## src/rtl/sc_store_narrow_pkg.sv

```systemverilog
// Shared encodings for the narrowing store unit: access sizes, FSM states, lane helper.
package sc_store_pkg;

  localparam logic [1:0] SIZE_BYTE = 2'b00;
  localparam logic [1:0] SIZE_HALF = 2'b01;
  localparam logic [1:0] SIZE_WORD = 2'b10;
  localparam logic [1:0] SIZE_RSVD = 2'b11;

  typedef enum logic [2:0] {
    IDLE  = 3'd0,
    CHECK = 3'd1,
    RD    = 3'd2,
    WR    = 3'd3,
    DONE  = 3'd4
  } state_t;

  // Big-endian mirrors the byte lane; the half lane is then bit 1 of the byte lane.
  function automatic logic [1:0] byte_lane(input logic [1:0] addr_lo, input bit little_end);
    return little_end ? addr_lo : (2'd3 - addr_lo);
  endfunction

endpackage

```

## src/rtl/sc_store_narrow_if.sv

```systemverilog
// Word-wide data memory port driven by the store unit (master) and served by the memory (slave).
interface sc_store_narrow_if #(
  parameter int ADDR_W = 32
) ();
  // Request is valid/ready style: o_mem_re is held with a stable o_mem_addr until i_mem_rvalid,
  // and o_mem_we is held with stable o_mem_addr/o_mem_wdata until i_mem_wready; each transfer
  // completes on the rising edge where request and response are both high.
  logic [ADDR_W-1:0] o_mem_addr;
  logic              o_mem_re;
  logic [31:0]       i_mem_rdata;
  logic              i_mem_rvalid;
  logic              o_mem_we;
  logic [31:0]       o_mem_wdata;
  logic              i_mem_wready;

  modport master (
    output o_mem_addr, o_mem_re, o_mem_we, o_mem_wdata,
    input  i_mem_rdata, i_mem_rvalid, i_mem_wready
  );

  modport slave (
    input  o_mem_addr, o_mem_re, o_mem_we, o_mem_wdata,
    output i_mem_rdata, i_mem_rvalid, i_mem_wready
  );
endinterface

```

## src/rtl/sc_store_narrow_lane_merge.sv

```systemverilog
// Combinational read-modify-write merge: drops the narrowed value into its lane of the old word.
module sc_lane_merge
  import sc_store_pkg::*;
(
  input  logic [31:0] old_word_i,
  input  logic [31:0] data_i,
  input  logic [1:0]  lane_i,
  input  logic [1:0]  size_i,
  output logic [31:0] merged_o
);

  always_comb begin
    merged_o = old_word_i;
    case (size_i)
      SIZE_BYTE: merged_o[{lane_i, 3'b000} +: 8] = data_i[7:0];
      SIZE_HALF: begin
        if (lane_i[1]) merged_o[31:16] = data_i[15:0];
        else           merged_o[15:0]  = data_i[15:0];
      end
      default:   merged_o = data_i;
    endcase
  end

endmodule

```

## src/rtl/sc_store_narrow.sv

```systemverilog
// Narrowing store unit: latches a store request, checks alignment/overflow, then performs a
// read-modify-write (byte/half) or a plain write (word) on a word-only memory port.
module sc_store_narrow
  import sc_store_pkg::*;
#(
  parameter int ADDR_W     = 32,
  parameter bit LITTLE_END = 1'b1
) (
  input  logic              clk,
  input  logic              rst,
  input  logic              i_start,
  input  logic [ADDR_W-1:0] i_addr,
  input  logic [31:0]       i_data,
  input  logic [1:0]        i_size,
  input  logic              i_extSel,
  output logic              o_busy,
  output logic              o_done,
  output logic              o_ovf,
  output logic              o_misalign,
  output state_t            o_state,
  sc_store_narrow_if.master mem
);

  state_t            state_q;
  logic [1:0]        addr_lo_q;
  logic [31:0]       data_q;
  logic [1:0]        size_q;
  logic              ext_q;
  logic              busy_q, done_q, ovf_q, mis_q, re_q, we_q;
  logic [ADDR_W-1:0] mem_addr_q;
  logic [31:0]       wdata_q;

  logic              misalign_d;
  logic              ovf_d;
  logic [31:0]       merged_d;
  logic [1:0]        lane_d;

  assign lane_d = byte_lane(addr_lo_q, LITTLE_END);

  always_comb begin
    misalign_d = 1'b0;
    if (size_q == SIZE_HALF) misalign_d = addr_lo_q[0];
    else if (size_q[1])      misalign_d = (addr_lo_q != 2'b00);
  end

  // Signed narrowing is lossless only when all bits above the kept sign bit copy it.
  always_comb begin
    ovf_d = 1'b0;
    case (size_q)
      SIZE_BYTE: ovf_d = ext_q ? !((&data_q[31:7]) || !(|data_q[31:7])) : (|data_q[31:8]);
      SIZE_HALF: ovf_d = ext_q ? !((&data_q[31:15]) || !(|data_q[31:15])) : (|data_q[31:16]);
      default:   ovf_d = 1'b0;
    endcase
  end

  sc_lane_merge u_merge (
    .old_word_i (mem.i_mem_rdata),
    .data_i     (data_q),
    .lane_i     (lane_d),
    .size_i     (size_q),
    .merged_o   (merged_d)
  );

  always_ff @(posedge clk) begin
    if (rst) begin
      state_q    <= IDLE;
      addr_lo_q  <= '0;
      data_q     <= '0;
      size_q     <= '0;
      ext_q      <= 1'b0;
      busy_q     <= 1'b0;
      done_q     <= 1'b0;
      ovf_q      <= 1'b0;
      mis_q      <= 1'b0;
      re_q       <= 1'b0;
      we_q       <= 1'b0;
      mem_addr_q <= '0;
      wdata_q    <= '0;
    end else begin
      case (state_q)
        IDLE: begin
          if (i_start) begin
            addr_lo_q  <= i_addr[1:0];
            data_q     <= i_data;
            size_q     <= i_size;
            ext_q      <= i_extSel;
            mem_addr_q <= {i_addr[ADDR_W-1:2], 2'b00};
            busy_q     <= 1'b1;
            state_q    <= CHECK;
          end
        end
        CHECK: begin
          if (misalign_d) begin
            mis_q   <= 1'b1;
            ovf_q   <= 1'b0;
            done_q  <= 1'b1;
            state_q <= DONE;
          end else if (size_q[1]) begin
            wdata_q <= data_q;
            we_q    <= 1'b1;
            ovf_q   <= 1'b0;
            state_q <= WR;
          end else begin
            ovf_q   <= ovf_d;
            re_q    <= 1'b1;
            state_q <= RD;
          end
        end
        RD: begin
          if (mem.i_mem_rvalid) begin
            re_q    <= 1'b0;
            wdata_q <= merged_d;
            we_q    <= 1'b1;
            state_q <= WR;
          end
        end
        WR: begin
          if (mem.i_mem_wready) begin
            we_q    <= 1'b0;
            done_q  <= 1'b1;
            state_q <= DONE;
          end
        end
        DONE: begin
          done_q  <= 1'b0;
          busy_q  <= 1'b0;
          ovf_q   <= 1'b0;
          mis_q   <= 1'b0;
          state_q <= IDLE;
        end
        default: state_q <= IDLE;
      endcase
    end
  end

  assign o_busy          = busy_q;
  assign o_done          = done_q;
  assign o_ovf           = ovf_q;
  assign o_misalign      = mis_q;
  assign o_state         = state_q;
  assign mem.o_mem_addr  = mem_addr_q;
  assign mem.o_mem_re    = re_q;
  assign mem.o_mem_we    = we_q;
  assign mem.o_mem_wdata = wdata_q;

endmodule
```

## src/flat_wrapper.sv

```systemverilog
// flat-port wrapper written by rule: the top's interface ports become plain ports
module sc_store_narrow_flat import sc_store_pkg::*;
#(
  parameter int ADDR_W     = 32,
  parameter bit LITTLE_END = 1'b1
)
  (clk, rst, i_start, i_addr, i_data, i_size, i_extSel, o_busy, o_done, o_ovf, o_misalign, o_state, mem_o_mem_addr, mem_o_mem_re, mem_o_mem_we, mem_o_mem_wdata, mem_i_mem_rdata, mem_i_mem_rvalid, mem_i_mem_wready);
  sc_store_narrow_if #(.ADDR_W(ADDR_W)) mem_i ();
  input  logic clk;
  input  logic rst;
  input  logic i_start;
  input  logic [ADDR_W-1:0] i_addr;
  input  logic [31:0] i_data;
  input  logic [1:0] i_size;
  input  logic i_extSel;
  output logic o_busy;
  output logic o_done;
  output logic o_ovf;
  output logic o_misalign;
  output state_t o_state;
  output wire logic [$bits(mem_i.o_mem_addr)-1:0] mem_o_mem_addr;
  output wire logic [$bits(mem_i.o_mem_re)-1:0] mem_o_mem_re;
  output wire logic [$bits(mem_i.o_mem_we)-1:0] mem_o_mem_we;
  output wire logic [$bits(mem_i.o_mem_wdata)-1:0] mem_o_mem_wdata;
  input wire logic [$bits(mem_i.i_mem_rdata)-1:0] mem_i_mem_rdata;
  input wire logic [$bits(mem_i.i_mem_rvalid)-1:0] mem_i_mem_rvalid;
  input wire logic [$bits(mem_i.i_mem_wready)-1:0] mem_i_mem_wready;
  assign mem_o_mem_addr = mem_i.o_mem_addr;
  assign mem_o_mem_re = mem_i.o_mem_re;
  assign mem_o_mem_we = mem_i.o_mem_we;
  assign mem_o_mem_wdata = mem_i.o_mem_wdata;
  assign mem_i.i_mem_rdata = mem_i_mem_rdata;
  assign mem_i.i_mem_rvalid = mem_i_mem_rvalid;
  assign mem_i.i_mem_wready = mem_i_mem_wready;
  sc_store_narrow #(.ADDR_W(ADDR_W), .LITTLE_END(LITTLE_END)) u_core (.clk(clk), .rst(rst), .i_start(i_start), .i_addr(i_addr), .i_data(i_data), .i_size(i_size), .i_extSel(i_extSel), .o_busy(o_busy), .o_done(o_done), .o_ovf(o_ovf), .o_misalign(o_misalign), .o_state(o_state), .mem(mem_i));
endmodule
```

## config.mk

```make
export PLATFORM = sky130hd
export DESIGN_NAME = sc_store_narrow_flat
export DESIGN_NICKNAME = d
export VERILOG_FILES = /design/src/rtl/sc_store_narrow_pkg.sv /design/src/rtl/sc_store_narrow_if.sv /design/src/rtl/sc_store_narrow_lane_merge.sv /design/src/rtl/sc_store_narrow.sv /design/src/flat_wrapper.sv
export SDC_FILE = /design/constraint.sdc
export NUM_CORES = 1
export LEC_CHECK = 0
export CAP_MARGIN = 20
export CORE_MARGIN = 1
export CORE_UTILIZATION = 47
export CTS_BUF_LIST = sky130_fd_sc_hd__clkbuf_2 sky130_fd_sc_hd__clkbuf_4 sky130_fd_sc_hd__clkbuf_8
export DETAILED_ROUTE_END_ITERATION = 8
export GPL_TIMING_DRIVEN = 0
export PLACE_DENSITY = 0.83
export SLEW_MARGIN = 20
export SYNTH_ARGS = -nofsm -noshare
export SYNTH_HDL_FRONTEND = slang
export SYNTH_SLANG_ARGS = --single-unit
```

## constraint.sdc

```tcl
create_clock -name clk -period 2.7 [get_ports clk]
set_input_delay 0.27 -clock clk [delete_from_list [all_inputs] [get_ports clk]]
set_output_delay 0.27 -clock clk [all_outputs]
set_load 0.05 [all_outputs]
```

== Word-level counts from Yosys, hierarchy flattened ==
Cells that the tools add are included.

* Shift-type cells: 2
* Eq/ne operators: 12
* Add/sub/neg operators: 1
* Reductions and logical operators: 28
* Muxes and demuxes: 37

{| class="wikitable"
|+ Operators by type and width
! cell !! number
|-
| 32-bit one-hot mux with 2 select lines || 2
|-
| 32-bit 2-to-1 mux || 3
|-
| 32-bit bitwise mux || 1
|-
| 16-bit 2-to-1 mux || 2
|-
| 8-bit by 7-bit variable shift with 32-bit output, first input constant || 1
|-
| 8-bit by 7-bit variable part select with 32-bit output || 1
|-
| 25-bit AND reduction || 1
|-
| 25-bit OR reduction || 1
|-
| 24-bit OR reduction || 1
|-
| 1-bit 2-to-1 mux || 17
|-
| 17-bit AND reduction || 1
|-
| 17-bit OR reduction || 1
|-
| 16-bit OR reduction || 1
|-
| 3-bit 2-to-1 mux || 4
|-
| 3-bit one-hot mux with 4 select lines || 1
|-
| 2-bit != test, second input constant || 5
|-
| 1-bit one-hot mux with 2 select lines || 5
|-
| 4-bit AND reduction || 2
|-
| 2-bit nonzero test || 4
|-
| 5-bit negator with 7-bit output || 1
|-
| 3-bit by 2-bit equality test with 1-bit output, second input constant || 2
|-
| 1-bit one-hot mux with 3 select lines || 2
|-
| 2-bit AND reduction || 3
|-
| 3-bit AND reduction || 2
|-
| other kinds (10) || 16
|}

* Input port bits: 104
* Output and inout port bits: 73
* Flip-flop bits (word level): 108

== Logic depth before layout (Yosys ltp) ==
Gate-level depths: netlist of the first run.

* Depth after elaboration: 9
* Gate-level depth with buffers: 10
* Depth with buffers taken out: 7

== By module ==
From an unflattened synthesis of the first run, not the netlist that was laid out.

* Cells, all modules: 672
* Area total of the unflattened synthesis: 5,572.8 µm²

{| class="wikitable"
|+ By module, submodules not included
! module !! instances !! sequential area each (µm²) !! area each (µm²) !! cells each
|-
| sc_store_narrow || 1 || 2,162.1 || 4,498.1 || 525
|-
| sc_lane_merge || 1 || 0.0 || 1,074.8 || 147
|}

== Worst setup path before layout of the first run ==
Ideal clock, no wire load.

* Kind: reg-to-reg
* Start: reg u_core.addr_lo_q[1]
* End: reg u_core.wdata_q[31], in the netlist u_core.mem.o_mem_wdata[31]
* Data required time: 2.622 ns
* Stages on the path, launching flop included: 11
* Path slack: 0.402 ns
* Clock period less this slack: 2.298 ns
* Setup time: 0.078 ns
* Data arrival time: 2.220 ns
* Cells stage by stage: dfxtp_1 -> buf_2 -> buf_2 -> inv_1 -> ha_1 -> nor4bb_1 -> clkbuf_1 -> a221oi_1 -> a211oi_1 -> a211oi_1 -> nor3_1

* Longest elaborated chain between the ends: 6
* Elaborated cells between the ends (all ways): 13
* Classes of those cells: add/sub: 1; eq/ne: 1; shift: 2; mux: 7; reduce/logical: 2

{| class="wikitable"
|+ RTL lines
! element !! line !! text
|-
| from (decl) || sc_store_narrow.sv:25 || <nowiki>logic [1:0] addr_lo_q;</nowiki>
|-
| from (signal assigned) || sc_store_narrow.sv:83 || <nowiki>addr_lo_q <= i_addr[1:0];</nowiki>
|-
| 5-bit negator with 7-bit output || sc_store_narrow_lane_merge.sv:15 || <nowiki>SIZE_BYTE: merged_o[{lane_i, 3'b000} +: 8] = data_i[7:0];</nowiki>
|-
| 8-bit by 7-bit variable part select with 32-bit output or 8-bit by 7-bit variable shift with 32-bit output (tied branches) || sc_store_narrow_lane_merge.sv:15 ||
|-
| 32-bit bitwise mux || sc_store_narrow_lane_merge.sv:15 ||
|-
| 32-bit one-hot mux with 2 select lines || sc_store_narrow_lane_merge.sv:14 || <nowiki>case (size_i)</nowiki>
|-
| 32-bit 2-to-1 mux || sc_store_narrow.sv:110 || <nowiki>if (mem.i_mem_rvalid) begin</nowiki>
|-
| 32-bit one-hot mux with 2 select lines || sc_store_narrow.sv:80 || <nowiki>case (state_q)</nowiki>
|-
| to (signal assigned) || sc_store_narrow.sv:99 || <nowiki>wdata_q <= data_q;</nowiki>
|-
| to (signal assigned) || sc_store_narrow.sv:112 || <nowiki>wdata_q <= merged_d;</nowiki>
|-
| to (decl) || sc_store_narrow.sv:31 || <nowiki>logic [31:0] wdata_q;</nowiki>
|}

Parallel ways exist; a longest one is shown, timed or not. The select of a mux whose other input is x is not followed.
A chain may end at the register's enable or synchronous reset.

== Worst setup path in the final report of the first run ==
* Start: reg u_core.addr_lo_q[1]
* End: reg u_core.wdata_q[13], in the netlist u_core.mem.o_mem_wdata[13]

Same word-level chain as after synthesis.

==> out/results.tsv, run 1 <==
metric	value	unit
Util after Layout	69.23	%
gr usage total	31.70	%
clock network power share	24.0	%
Syn Inst Count	621	
Iter 0 DRT Violations	385	
storage element area	2162	um^2
routed vias	5419	
Sw Share	37.39	%
max-cap violation count	0	
Crit-path slowest cell	dfxtp_1	
synthesized flop and latch total	108	
post-route ant nets	0	
DRC	0	
CTS tree	built	
DIE WIDTH	105.2	um
CTS Buf Count	9	
period utilization	93.99	%
startpoint class of the critical path	register	
Final setup viols	0	
reg2reg end	u_core.mem.o_mem_wdata[13]$_SDFFE_PP0P_	
Setup TNS	0	ns
core area	10320	um^2
fraction of layout cells with a size suffix above 1	7.768	%
P_leak	2.542	nW
beginning of the worst hold path	i_addr[12]	
pin count of the biggest net entering global routing	20	
clk slew on worst S/H paths	0.11	ns
outcome	complete, no violations	
Root Buffer	clkbuf_8	
post-synth cell types	52	
CP Data Required Time	2.96	ns
Crit Path Category	register to register	
synth-to-layout area growth	42.87	%
Wirelength per Cell	18.38	um
worst path arrival time	2.80	ns
sequential share of power	43.0	%
CTS sink count	108	
Initial Util	48.45	%
Int Pwr	2.751	mW
FF-to-FF Start	u_core.addr_lo_q[1]$_SDFFE_PP0P_	
die area	11060	um^2
area share of the largest cell type after synthesis	43.22	%
highest ir drop seen on vdd	0.3346	mV
top cells by area, synth	dfxtp_1 (43%), nand2_1 (11%), a21oi_1 (8.0%)	
Via density	5.722	
Async S/R FF share, synth	0	%
antenna cells	0	
final WL	17410	um
Worst-Margin Slew	0.7188	ns
area of the multi-input gates	2571	um^2
cell taking the most area after synthesis	dfxtp_1	
clk_lat worst skew	0.38	ns
Max Freq	394.1	MHz
Hold WC Path Type	input pin to register	
Crit. End Element	register	
clk_skew	0.01224	ns
fin nets	915	
P_sw	1.643	mW
R2R setup slack	0.16	ns
vias in the first global route	5148	
Power Dens Cells	614.8	nW/um^2
CP peak stage delay	0.42	ns
Slew Limit Fails	0	
Tot Pwr	4.394	mW
crit path cell chain	clkbuf_4 -> inv_1 -> ha_1 -> and4b_1 -> a221oi_1 -> a211oi_2 -> a211oi_1 -> nor3_1	
Worst Reg-to-Reg Cells	8	
Rows	37	
Worst Path Max Fanout	19	
Fillers	878	
Max Buffers Root-to-Sink	2	
Hold Slack	0.4219	ns
final worst path period need	2.538	ns
RSZ-0062 raised after global routing	no	
global-route wire length before repair	27210	um
max_slew headroom	52.08	%
initial antenna violation count	0	
H-tree depth	3	
drt pass-1 iters	5	
Logic pwr share	33.0	%
Worst Hold End	u_core.mem.o_mem_addr[12]$_SDFFE_PP0P_	
DP Wirelength	13450	um
IO Pins	177	
Port Buf Inserts	174	
WHS Path Cells	3	
Synth Cell Area	5002	um^2
Synth Warn #	0	
Placer Congestion	0.9473	
Die Ht	105.2	um
Seq/Total Area, Yosys	43.22	%
Hold Vio Cnt, Final	0	
Synth Flop Type	dfxtp_1	
total gr overflow	0	
Post-synth EDFFs	0	
mean cell area of the mapped netlist	8.055	um^2
[synth_stat cells, types with 2 or more instances]
cell,count
o41ai_1,4
o22ai_1,3
buf_2,14
buf_1,3
buf_4,2
a22oi_1,4
nor2_1,39
nand3b_1,6
mux2_2,3
nand4_1,6
a211oi_1,21
nor3_1,23
nand2_1,148
a21oi_1,80
o21ai_0,13
and3_1,5
nor2b_1,3
a221oi_1,25
inv_1,9
nand3_1,8
a2bb2oi_1,4
buf_6,4
clkbuf_1,28
nor4_1,6
and2_1,2
nand4b_1,3
mux2i_1,10
dfxtp_1,108
ha_1,5
a211oi_2,10
[flip-flops by register name, indices dropped and copies added, names as in the netlist]
register	cells
u_core.addr_lo_q	2
u_core.data_q	32
u_core.ext_q	1
u_core.mem.o_mem_addr	30
u_core.mem.o_mem_re	1
u_core.mem.o_mem_wdata	32
u_core.mem.o_mem_we	1
u_core.o_busy	1
u_core.o_done	1
u_core.o_misalign	1
u_core.o_ovf	1
u_core.o_state	3
u_core.size_q	2
[layer usage]
layer | vias to the layer above | part of all wire (%) | GRT usage, %
li1 | 2574 | - | -
met1 | 2534 | 42 | 42.31
met2 | 265 | 46 | 50.24
met3 | 46 | 9.3 | 6.488
met4 | 0 | 2.8 | 12.17
met5 | - | 0 | 0
[layout make-up]
cell class | count | share of cell area [%]
multi-input cells | 454 | 35.98
flip-flops and latches | 108 | 30.25
repair buffers | 174 | 24.37
plain buffers | 50 | 3.571
well taps | 136 | 2.381
clock buffers | 10 | 1.838
clock inverters | 6 | 1.138
inverters | 9 | 0.4727
[layout by cell type, fill, tap and decap left out, drive strengths merged, types with 5 or more instances in the layout]
cell type / n
o21ai: 14
buf: 20
dfxtp: 108
a221oi: 25
nor4: 6
a21oi: 81
and3: 5
nand2: 148
mux2i: 10
clkdlybuf4s50: 174
nor2: 40
nand4: 6
a211oi: 31
nor3: 23
ha: 5
clkbuf: 40
nand3: 8
nand3b: 6
inv: 11
[per-stage QoR]
stage          std cells  instance area [um^2]  setup slack, ns
5_1_grt              947                  7147          0.05944
6_report             947                  7147           0.1623
4_1_cts              948                  7142          0.01661
3_5_place_dp         932                  6918          -0.1433
2_1_floorplan        622                  5006           0.4022
3_3_place_gp         932                  6918         -0.06648
[power groups by stage]
stage	Sequential, mW	Clock, mW	Combinational (mW)
floorplan	2.20	0	0.590
global placement	1.91	0	1.41
detailed placement	1.92	0	1.43
CTS	1.88	1.05	1.44
global route	1.91	1.12	1.54
finish	1.89	1.05	1.45
[what timing repair did]
| action | 4_1_cts | 5_1_grt |
|---|---|---|
| pin swaps | 0 | 0 |
| buffers inserted | 0 | 0 |
| endpoints found under the setup margin | 24 | 29 |
| resized for setup | 5 | 8 |
| hold buffers | 0 | 0 |
| hold endpoints to repair | 0 | 0 |
| gates cloned | 0 | 0 |
[critical path: cells and delay by family (launching register included)]
family,cells,cell delay [ns]
AO/OA/AOI/OAI,3,0.82
buffers and inverters,2,0.51
flip-flops,1,0.42
adder cells (fa/ha/maj),1,0.35
AND/OR/NAND/NOR,2,0.34
[worst max-delay path by stage]
stage / start / to / slack, ns / cells past startpoint
after floorplan: u_core.addr_lo_q[1]$_SDFFE_PP0P_ / u_core.mem.o_mem_wdata[31]$_SDFFE_PP0P_ / 0.40 / 10
after global placement: u_core.addr_lo_q[1]$_SDFFE_PP0P_ / u_core.mem.o_mem_wdata[27]$_SDFFE_PP0P_ / -0.07 / 10
after detailed placement: u_core.addr_lo_q[1]$_SDFFE_PP0P_ / u_core.mem.o_mem_wdata[31]$_SDFFE_PP0P_ / -0.14 / 10
after CTS: u_core.addr_lo_q[1]$_SDFFE_PP0P_ / u_core.mem.o_mem_wdata[9]$_SDFFE_PP0P_ / 0.02 / 10
after global routing: u_core.addr_lo_q[1]$_SDFFE_PP0P_ / u_core.mem.o_mem_wdata[31]$_SDFFE_PP0P_ / 0.06 / 9
final: u_core.addr_lo_q[1]$_SDFFE_PP0P_ / u_core.mem.o_mem_wdata[13]$_SDFFE_PP0P_ / 0.16 / 8
[cells by family (layout without fill, tap and decap cells)]
kind of cell | count (synthesis) | after routing | share of synthesized area (%)
DFF | 108 | 108 | 43.22
adders and majority gates | 5 | 5 | 1.251
AOI/OAI and AO/OA | 172 | 172 | 23.06
and+or+nand+nor | 261 | 261 | 23.94
xor gates and xnor gates | 1 | 1 | 0.1751
muxes | 13 | 13 | 2.676
buffers and inverters | 60 | 249 | 5.603
other | 1 | 2 | 0.07497
Note: power is estimated with default switching activity, not from simulation.
==> run 2, diff against run 1 <==
--- a/config.mk
+++ b/config.mk
@@ -12,6 +12,7 @@
 export DETAILED_ROUTE_END_ITERATION = 8
 export GPL_TIMING_DRIVEN = 0
 export PLACE_DENSITY = 0.83
+export RECOVER_POWER = 100
 export SLEW_MARGIN = 20
 export SYNTH_ARGS = -nofsm -noshare
 export SYNTH_HDL_FRONTEND = slang
==> out/results.tsv, run 2 (synthesis gave the netlist of run 1 again) <==
metric	value	unit
outcome	complete, no violations	
Worst Path Max Fanout	19	
Tot Pwr	4.355	mW
Logic pwr share	32.5	%
commonest non-fill, non-tap cell in the layout	nand2_1	
Iter 0 DRT Violations	431	
DRC	0	
fin nets	915	
CTS Buf Count	9	
die area	11060	um^2
DIE WIDTH	105.2	um
worst path arrival time	2.82	ns
Max Buffers Root-to-Sink	2	
Root Buffer	clkbuf_8	
period utilization	95.01	%
Util after Layout	69.19	%
Wirelength per Cell	18.44	um
initial antenna violation count	0	
Hold Slack	0.4281	ns
commonest non-fill, non-tap cells in the layout	nand2_1 (148), dfxtp_1 (108), clkdlybuf4s50_1 (103)	
Rows	37	
Worst-Margin Slew	0.7285	ns
clock network power share	24.1	%
core area	10320	um^2
pin count of the biggest net entering global routing	20	
Crit Path Category	register to register	
Via density	5.740	
highest ir drop seen on vdd	0.3332	mV
Slew Limit Fails	0	
drt pass-1 iters	5	
fin area	7143	um^2
Crit. End Element	register	
clk_skew	0.01407	ns
gr usage total	31.70	%
CP Data Required Time	2.96	ns
DP Area	6918	um^2
Fillers	879	
Max Freq	389.8	MHz
CTS sink count	108	
CP Launch Point	u_core.addr_lo_q[1]$_SDFFE_PP0P_	
P_leak	2.754	nW
Die Ht	105.2	um
clk slew on worst S/H paths	0.11	ns
IO Pins	177	
CTS tree	built	
Placer Congestion	0.9473	
Sw Share	37.63	%
antenna cells	0	
Initial Util	48.45	%
clk_lat worst skew	0.37	ns
Int Pwr	2.716	mW
final worst path period need	2.565	ns
H-tree depth	3	
vias in the first global route	5148	
final WL	17470	um
DP Wirelength	13450	um
Power Dens Cells	609.7	nW/um^2
Port Buf Inserts	174	
max_slew headroom	51.43	%
total gr overflow	0	
startpoint class of the critical path	register	
cts hold-fix bufs	0	
RSZ-0062 raised after global routing	no	
post-route ant nets	0	
routed vias	5436	
synth-to-layout area growth	42.80	%
max-cap violation count	0	
P_sw	1.639	mW
global-route wire length before repair	27210	um
fraction of layout cells with a size suffix above 1	7.398	%
beginning of the worst hold path	i_addr[12]	
Hold Vio Cnt, Final	0	
Post CTS Setup Buffer Count	0	
sequential share of power	43.4	%
FF-to-FF Start	u_core.addr_lo_q[1]$_SDFFE_PP0P_	
Hold WC Path Type	input pin to register	
Final setup viols	0	
-- run 2: timing repair --
item | CTS | global route
setup endpoints to repair | 24 | 29
gates resized for setup | 5 | 8
cloned | 0 | 0
-- run 2: final cells by class --
type | instances | area, um^2 | share of cell area [%]
flip-flops and latches | 108 | 2162 | 30.27
multi-input cells | 454 | 2569 | 35.96
plain buffers | 50 | 254.0 | 3.556
clock inverters | 6 | 81.33 | 1.139
well taps | 136 | 170.2 | 2.382
inverters | 9 | 33.78 | 0.4729
clock buffers | 10 | 131.4 | 1.839
repair buffers | 174 | 1742 | 24.38
-- run 2: final timing paths --
kind	to	slack (ns)	depth (start not counted)
min reg2reg	u_core.mem.o_mem_addr[26]$_SDFFE_PP0P_	0.46	2
max	u_core.mem.o_mem_wdata[13]$_SDFFE_PP0P_	0.13	8
max reg2reg	u_core.mem.o_mem_wdata[13]$_SDFFE_PP0P_	0.13	8
min	u_core.mem.o_mem_addr[12]$_SDFFE_PP0P_	0.43	3
-- run 2: metrics by stage --
step	instances	setup TNS, ns	setup slack (ns)
2_1_floorplan	622	0	0.4022
3_3_place_gp	932	-0.5378	-0.06648
3_5_place_dp	932	-1.518	-0.1433
4_1_cts	948	0	0.01661
5_1_grt	947	0	0.02973
6_report	947	0	0.1348
-- run 2: worst max-delay path: stages, from the launching register on --
cell and delay [ns]:
dfxtp_1 0.42, clkbuf_4 0.36, inv_1 0.15, ha_1 0.35, and4b_1 0.25, a221oi_1 0.33
a211oi_2 0.09, a211oi_1 0.41, nor3_1 0.09
-- run 2: power by group through the flow --
stage | combinational (mW) | clock (mW) | sequential, mW
after floorplan | 0.590 | 0 | 2.20
final | 1.42 | 1.05 | 1.89
after global routing | 1.51 | 1.12 | 1.90
after global placement | 1.41 | 0 | 1.91
after CTS | 1.44 | 1.05 | 1.88
after detailed placement | 1.43 | 0 | 1.92
-- run 2: routing by layer --
metal  vias to the layer above  global-route usage (%)  share of wire, %
met2                       265                   50.24                46
met4                         0                   12.17               2.7
met3                        41                   6.488               8.6
met5                         -                       0                 0
met1                      2548                   42.31                42
li1                       2582                       -                 -
==> RTL change 1: new RTL, config.mk and constraints of run 2 <==
Register the output `o_ovf` once more; this adds one clock of latency there. The other outputs are not delayed to match.
--- a/src/rtl/sc_store_narrow.sv
+++ b/src/rtl/sc_store_narrow.sv
@@ -135,7 +135,9 @@
 
   assign o_busy          = busy_q;
   assign o_done          = done_q;
-  assign o_ovf           = ovf_q;
+  always_ff @(posedge clk) begin
+    o_ovf <= ovf_q;
+  end
   assign o_misalign      = mis_q;
   assign o_state         = state_q;
   assign mem.o_mem_addr  = mem_addr_q;
Function: changed (a bounded check fails within 4 cycles, from zero or initial values and one cycle with rst high).
==> RTL change 1 against run 2 <==
  * Hold slack worse by 0.048 ns
  * Sequential cell count is 1 higher
  * Area after synthesis is 0.40% higher
  * Total power is 0.92% higher
  * Final area is 0.23% higher
  * Routed wire length is 0.90% higher
  * Worst setup slack better by 0.040 ns
  * Global-route usage is 0.10 points lower
  * Critical path type unchanged
  * Largest cell class unchanged
  * Highest routed layer unchanged
==> RTL change 1: results <==
[logic_synthesis]
synth-main-ff-cell = dfxtp_1
synth.top_cells.by_count = nand2_1 (148), dfxtp_1 (109), a21oi_1 (80)
yosysSeqAreaShare = 0.434
muxShareOfSynthArea = 0.0267
yosysUniqueCellTypes = 52
async_flop_share = 0
synth-adder-area-share = 0.0125
synth_area_leaders = dfxtp_1 (43%), nand2_1 (11%), a21oi_1 (8.0%), a221oi_1 (4.4%), a211oi_1 (3.1%)
synth_xor_area_frac = 0.00174
yosysWarnings = 0
synth_compound_area_frac = 0.230

[power]
leakage_nw = 2.75
max-vdd-ir-drop_mv = 0.314
power_frac_comb = 0.323
power_mw = 4.40
p_switching_mw = 1.63
clkPwrFrac = 0.244

[sta]
finClkSkew_ns = 0.0136
relSlewSlack = 0.541

[cts]
cts.clk_slew.worst_paths_ns = 0.11
ctsHtreeMaxLevel = 3
clockBufferDepth = 2
cts-buffers-inserted = 9
ctsResizeCount = 5
root_buffer = clkbuf_8
post_cts_buffers = 0

[finish]
antenna_cells = 0
num-nets-final = 916
regArea_um2 = 2180
drive_above_1_share = 0.0727
fillers = 855

[routing]
drt_iter0_drc = 523
wl_per_cell_um = 18.6
dr.pass1.iters = 5
via_per_inst = 5.80

[worst_setup_path]
cp.arrival_ns = 2.78
cp_max_fo = 19

[global_route]
grtUsageTotal = 0.316
grt_max_degree = 19
antenna_found_initial = 0
grt_pass1_vias = 5130
grt_pass1_wl_mm = 27.2

[hold_path]
hp-class = reg -> reg

[place]
dp_hpwl_mm = 13.5
dp_slack_ns = -0.158
placed_area_um2 = 6940
port_buffers = 174
gp_congestion = 0.997

[status]
status = completed
[RTL change 1: critical path, cell delays in order, from the launching register on]
cell and delay (ns):
dfxtp_1 0.40, clkbuf_4 0.35, inv_1 0.16, ha_1 0.36, and4b_1 0.25, a221oi_1 0.32
a211oi_2 0.08, a211oi_1 0.39, nor3_1 0.09
[RTL change 1: cell type report]
| cell class | instances | area share |
|---|---|---|
| Tap cell | 136 | 0.0238 |
| Clock inverter | 5 | 0.00891 |
| Timing Repair Buffer | 174 | 0.243 |
| Sequential cell | 109 | 0.305 |
| Clock buffer | 11 | 0.0211 |
| Buffer | 50 | 0.0350 |
| Inverter | 9 | 0.00472 |
| Multi-Input combinational cell | 454 | 0.358 |
[RTL change 1: metal layers]
metal / vias up / share of wire / GRT usage
met5: - / 0 / 0
met4: 0 / 0.022 / 0.116
met3: 33 / 0.082 / 0.0557
met2: 295 / 0.47 / 0.511
met1: 2586 / 0.43 / 0.421
li1: 2581 / - / -
[RTL change 1: worst paths after layout]
| check | from | end | slack, ns | cells past startpoint |
|---|---|---|---|---|
| worst max-delay path | u_core.addr_lo_q[1]$_SDFFE_PP0P_ | u_core.mem.o_mem_wdata[13]$_SDFFE_PP0P_ | 0.17 | 8 |
| worst min-delay path | u_core.ovf_q$_SDFFE_PP0P_ | u_core.o_ovf$_DFF_P_ | 0.38 | 0 |
| worst max register to register | u_core.addr_lo_q[1]$_SDFFE_PP0P_ | u_core.mem.o_mem_wdata[13]$_SDFFE_PP0P_ | 0.17 | 8 |
| worst min register to register | u_core.ovf_q$_SDFFE_PP0P_ | u_core.o_ovf$_DFF_P_ | 0.38 | 0 |
[RTL change 1: through the flow]
stage,setup TNS (ns),std cells
detailed placement,-1.98,933
global route,0,948
CTS,0,949
finish,0,948
floorplan,0,623
global placement,-0.719,933
==> RTL change 2: new RTL, config.mk and constraints of run 2 <==
Made on the original files. `LITTLE_END` is set to 1'b1 in 2 places; all go to 1'b0.
--- a/src/rtl/sc_store_narrow.sv
+++ b/src/rtl/sc_store_narrow.sv
@@ -4,7 +4,7 @@
   import sc_store_pkg::*;
 #(
   parameter int ADDR_W     = 32,
-  parameter bit LITTLE_END = 1'b1
+  parameter bit LITTLE_END = 1'b0
 ) (
   input  logic              clk,
   input  logic              rst,
--- a/src/flat_wrapper.sv
+++ b/src/flat_wrapper.sv
@@ -2,7 +2,7 @@
 module sc_store_narrow_flat import sc_store_pkg::*;
 #(
   parameter int ADDR_W     = 32,
-  parameter bit LITTLE_END = 1'b1
+  parameter bit LITTLE_END = 1'b0
 )
   (clk, rst, i_start, i_addr, i_data, i_size, i_extSel, o_busy, o_done, o_ovf, o_misalign, o_state, mem_o_mem_addr, mem_o_mem_re, mem_o_mem_we, mem_o_mem_wdata, mem_i_mem_rdata, mem_i_mem_rvalid, mem_i_mem_wready);
   sc_store_narrow_if #(.ADDR_W(ADDR_W)) mem_i ();
Formal check against the unedited RTL: not equivalent (a bounded check fails within 4 cycles, from zero or initial values and one cycle with rst high).
==> RTL change 2 against run 2 <==
  * Final cell count up 2.3%
  * Area after synthesis up 1.5%
  * Total power up 4.2%
  * Count of clock-buffer cells in the layout up 1
  * Non-clock buffer count up 4
  * Sequential cell count unchanged
  * Final area up 0.58%
  * Synthesized cell count up 3.7%
  * Via count up 2.9%
  * Critical path depth up 1
  * Routed wire length down 1.1%
  * Worst setup slack better by 0.051 ns
  * Core utilization down 0.22 points
  * Critical endpoint is now u_core.mem.o_mem_wdata[28]$_SDFFE_PP0P_
  * Largest power group unchanged
==> RTL change 2: results <==
[status]
status = completed

[sta]
worstMarginPinSlew_ns = 0.777
setup_viol = 0
finClkSkew_ns = 0.00670
whs_ns = 0.426

[logic_synthesis]
synth_area_leaders = dfxtp_1 (43%), nand2_1 (12%), a21oi_1 (8.9%), nor2_1 (3.3%), a221o_1 (3.0%)
yosysUniqueCellTypes = 50
yosysWarnings = 0
yosysSeqAreaShare = 0.426
async_flop_share = 0
synth.top_cells.by_count = nand2_1 (157), dfxtp_1 (108), a21oi_1 (90)
synth-main-ff-cell = dfxtp_1

[cts]
post_cts_buffers = 0
root_buffer = clkbuf_8
clkLatencyLatePin_ns = 0.38
cts-buffers-inserted = 9
cts.clk_slew.worst_paths_ns = 0.10
ctsHtreeMaxLevel = 3
clockBufferDepth = 2

[worst_setup_path]
r2r-end = u_core.mem.o_mem_wdata[28]$_SDFFE_PP0P_
crit_slowest_cell = dfxtp_2
worstSetupPathType = reg -> reg
reg2reg_slack_ns = 0.19
timing.rr.start = u_core.addr_lo_q[1]$_SDFFE_PP0P_
crit_family = compound AO/OA/AOI/OAI gates
cpPeakStageDelay_ns = 0.41
r2r_cells = 9
cp.arrival_ns = 2.77
cp_max_fo = 19

[place]
port_buffers = 173
dp_hpwl_mm = 13.2
gp_congestion = 0.941
placed_area_um2 = 6980

[routing]
wl_per_cell_um = 17.8
dr.pass1.iters = 7
drt_iter0_drc = 329
via_per_inst = 5.77

[power]
max-vdd-ir-drop_mv = 0.358
leakage_nw = 2.76

[global_route]
grtUsageTotal = 0.312
grt_max_degree = 20
antenna_found_initial = 0
grt_pass1_vias = 5583
grt_pass1_wl_mm = 27.3

[hold_path]
min_from = rst
hp-class = in -> reg
min_to = u_core.o_state[0]$_SDFFE_PP0P_
min_path_cells = 2

[finish]
antenna_cells = 0
fillers = 882
drive_above_1_share = 0.0504
num-nets-final = 938
[RTL change 2: area by class of cell]
type	count	share of cell area
Buffer	55	0.0355
Clock buffer	11	0.0211
Clock inverter	5	0.00801
Inverter	7	0.00366
Multi-Input combinational cell	474	0.366
Sequential cell	108	0.301
Tap cell	136	0.0237
Timing Repair Buffer	173	0.241
[RTL change 2: through the flow]
stage,setup WS (ns),cells,power [mW],setup TNS [ns],utilization
finish,0.186,969,4.54,0,0.690
global placement,-0.408,954,3.50,-5.99,0.670
CTS,0.0826,969,4.58,0,0.690
floorplan,0.148,645,2.94,0,-
detailed placement,-0.457,954,3.54,-8.16,0.670
global route,0.0515,969,4.75,0,0.690
[RTL change 2: kinds of logic after synthesis]
kind of cell / after synthesis / share of synthesized area
adders and majority gates: 6 / 0.0148
DFF: 108 / 0.426
xor gates and xnor gates: 1 / 0.00173
muxes: 16 / 0.0335
other: 1 / 0.000739
AOI/OAI and AO/OA: 190 / 0.249
buffers and inverters: 63 / 0.0562
and+or+nand+nor: 259 / 0.218
[RTL change 2: worst max-delay path by stage]
stage                                         endpoint  cells after the start
2_1_floorplan  u_core.mem.o_mem_wdata[26]$_SDFFE_PP0P_                     10
3_5_place_dp   u_core.mem.o_mem_wdata[28]$_SDFFE_PP0P_                     10
4_1_cts        u_core.mem.o_mem_wdata[28]$_SDFFE_PP0P_                      9
3_3_place_gp   u_core.mem.o_mem_wdata[28]$_SDFFE_PP0P_                     10
5_1_grt        u_core.mem.o_mem_wdata[15]$_SDFFE_PP0P_                      9
6_report       u_core.mem.o_mem_wdata[28]$_SDFFE_PP0P_                      9
[RTL change 2: worst reg2reg max path, cell delays in order (launching register included)]
cell	delay [ns]
dfxtp_2	0.41
buf_6	0.25
inv_1	0.12
ha_1	0.37
nor2_1	0.07
and3_1	0.18
clkbuf_1	0.19
a221o_1	0.33
a221oi_1	0.38
nor3_1	0.09
[RTL change 2: per-layer routing]
layer,vias up,GRT usage,part of all wire
met3,57,0.0907,0.11
li1,2659,-,-
met5,-,0,0
met4,0,0.160,0.036
met1,2555,0.387,0.40
met2,320,0.492,0.45
[RTL change 2: repair_timing]
action | CTS | global route
endpoints found under the setup margin | 31 | 9
resized for setup | 0 | 3
hold buffers | 0 | 0
[RTL change 2: where the power goes]
| part | switching (mW) | total, mW | internal, mW |
|---|---|---|---|
| clock network | 0.560 | 1.04 | 0.484 |
| registers | 0.156 | 1.91 | 1.75 |
| logic | 1.01 | 1.59 | 0.580 |
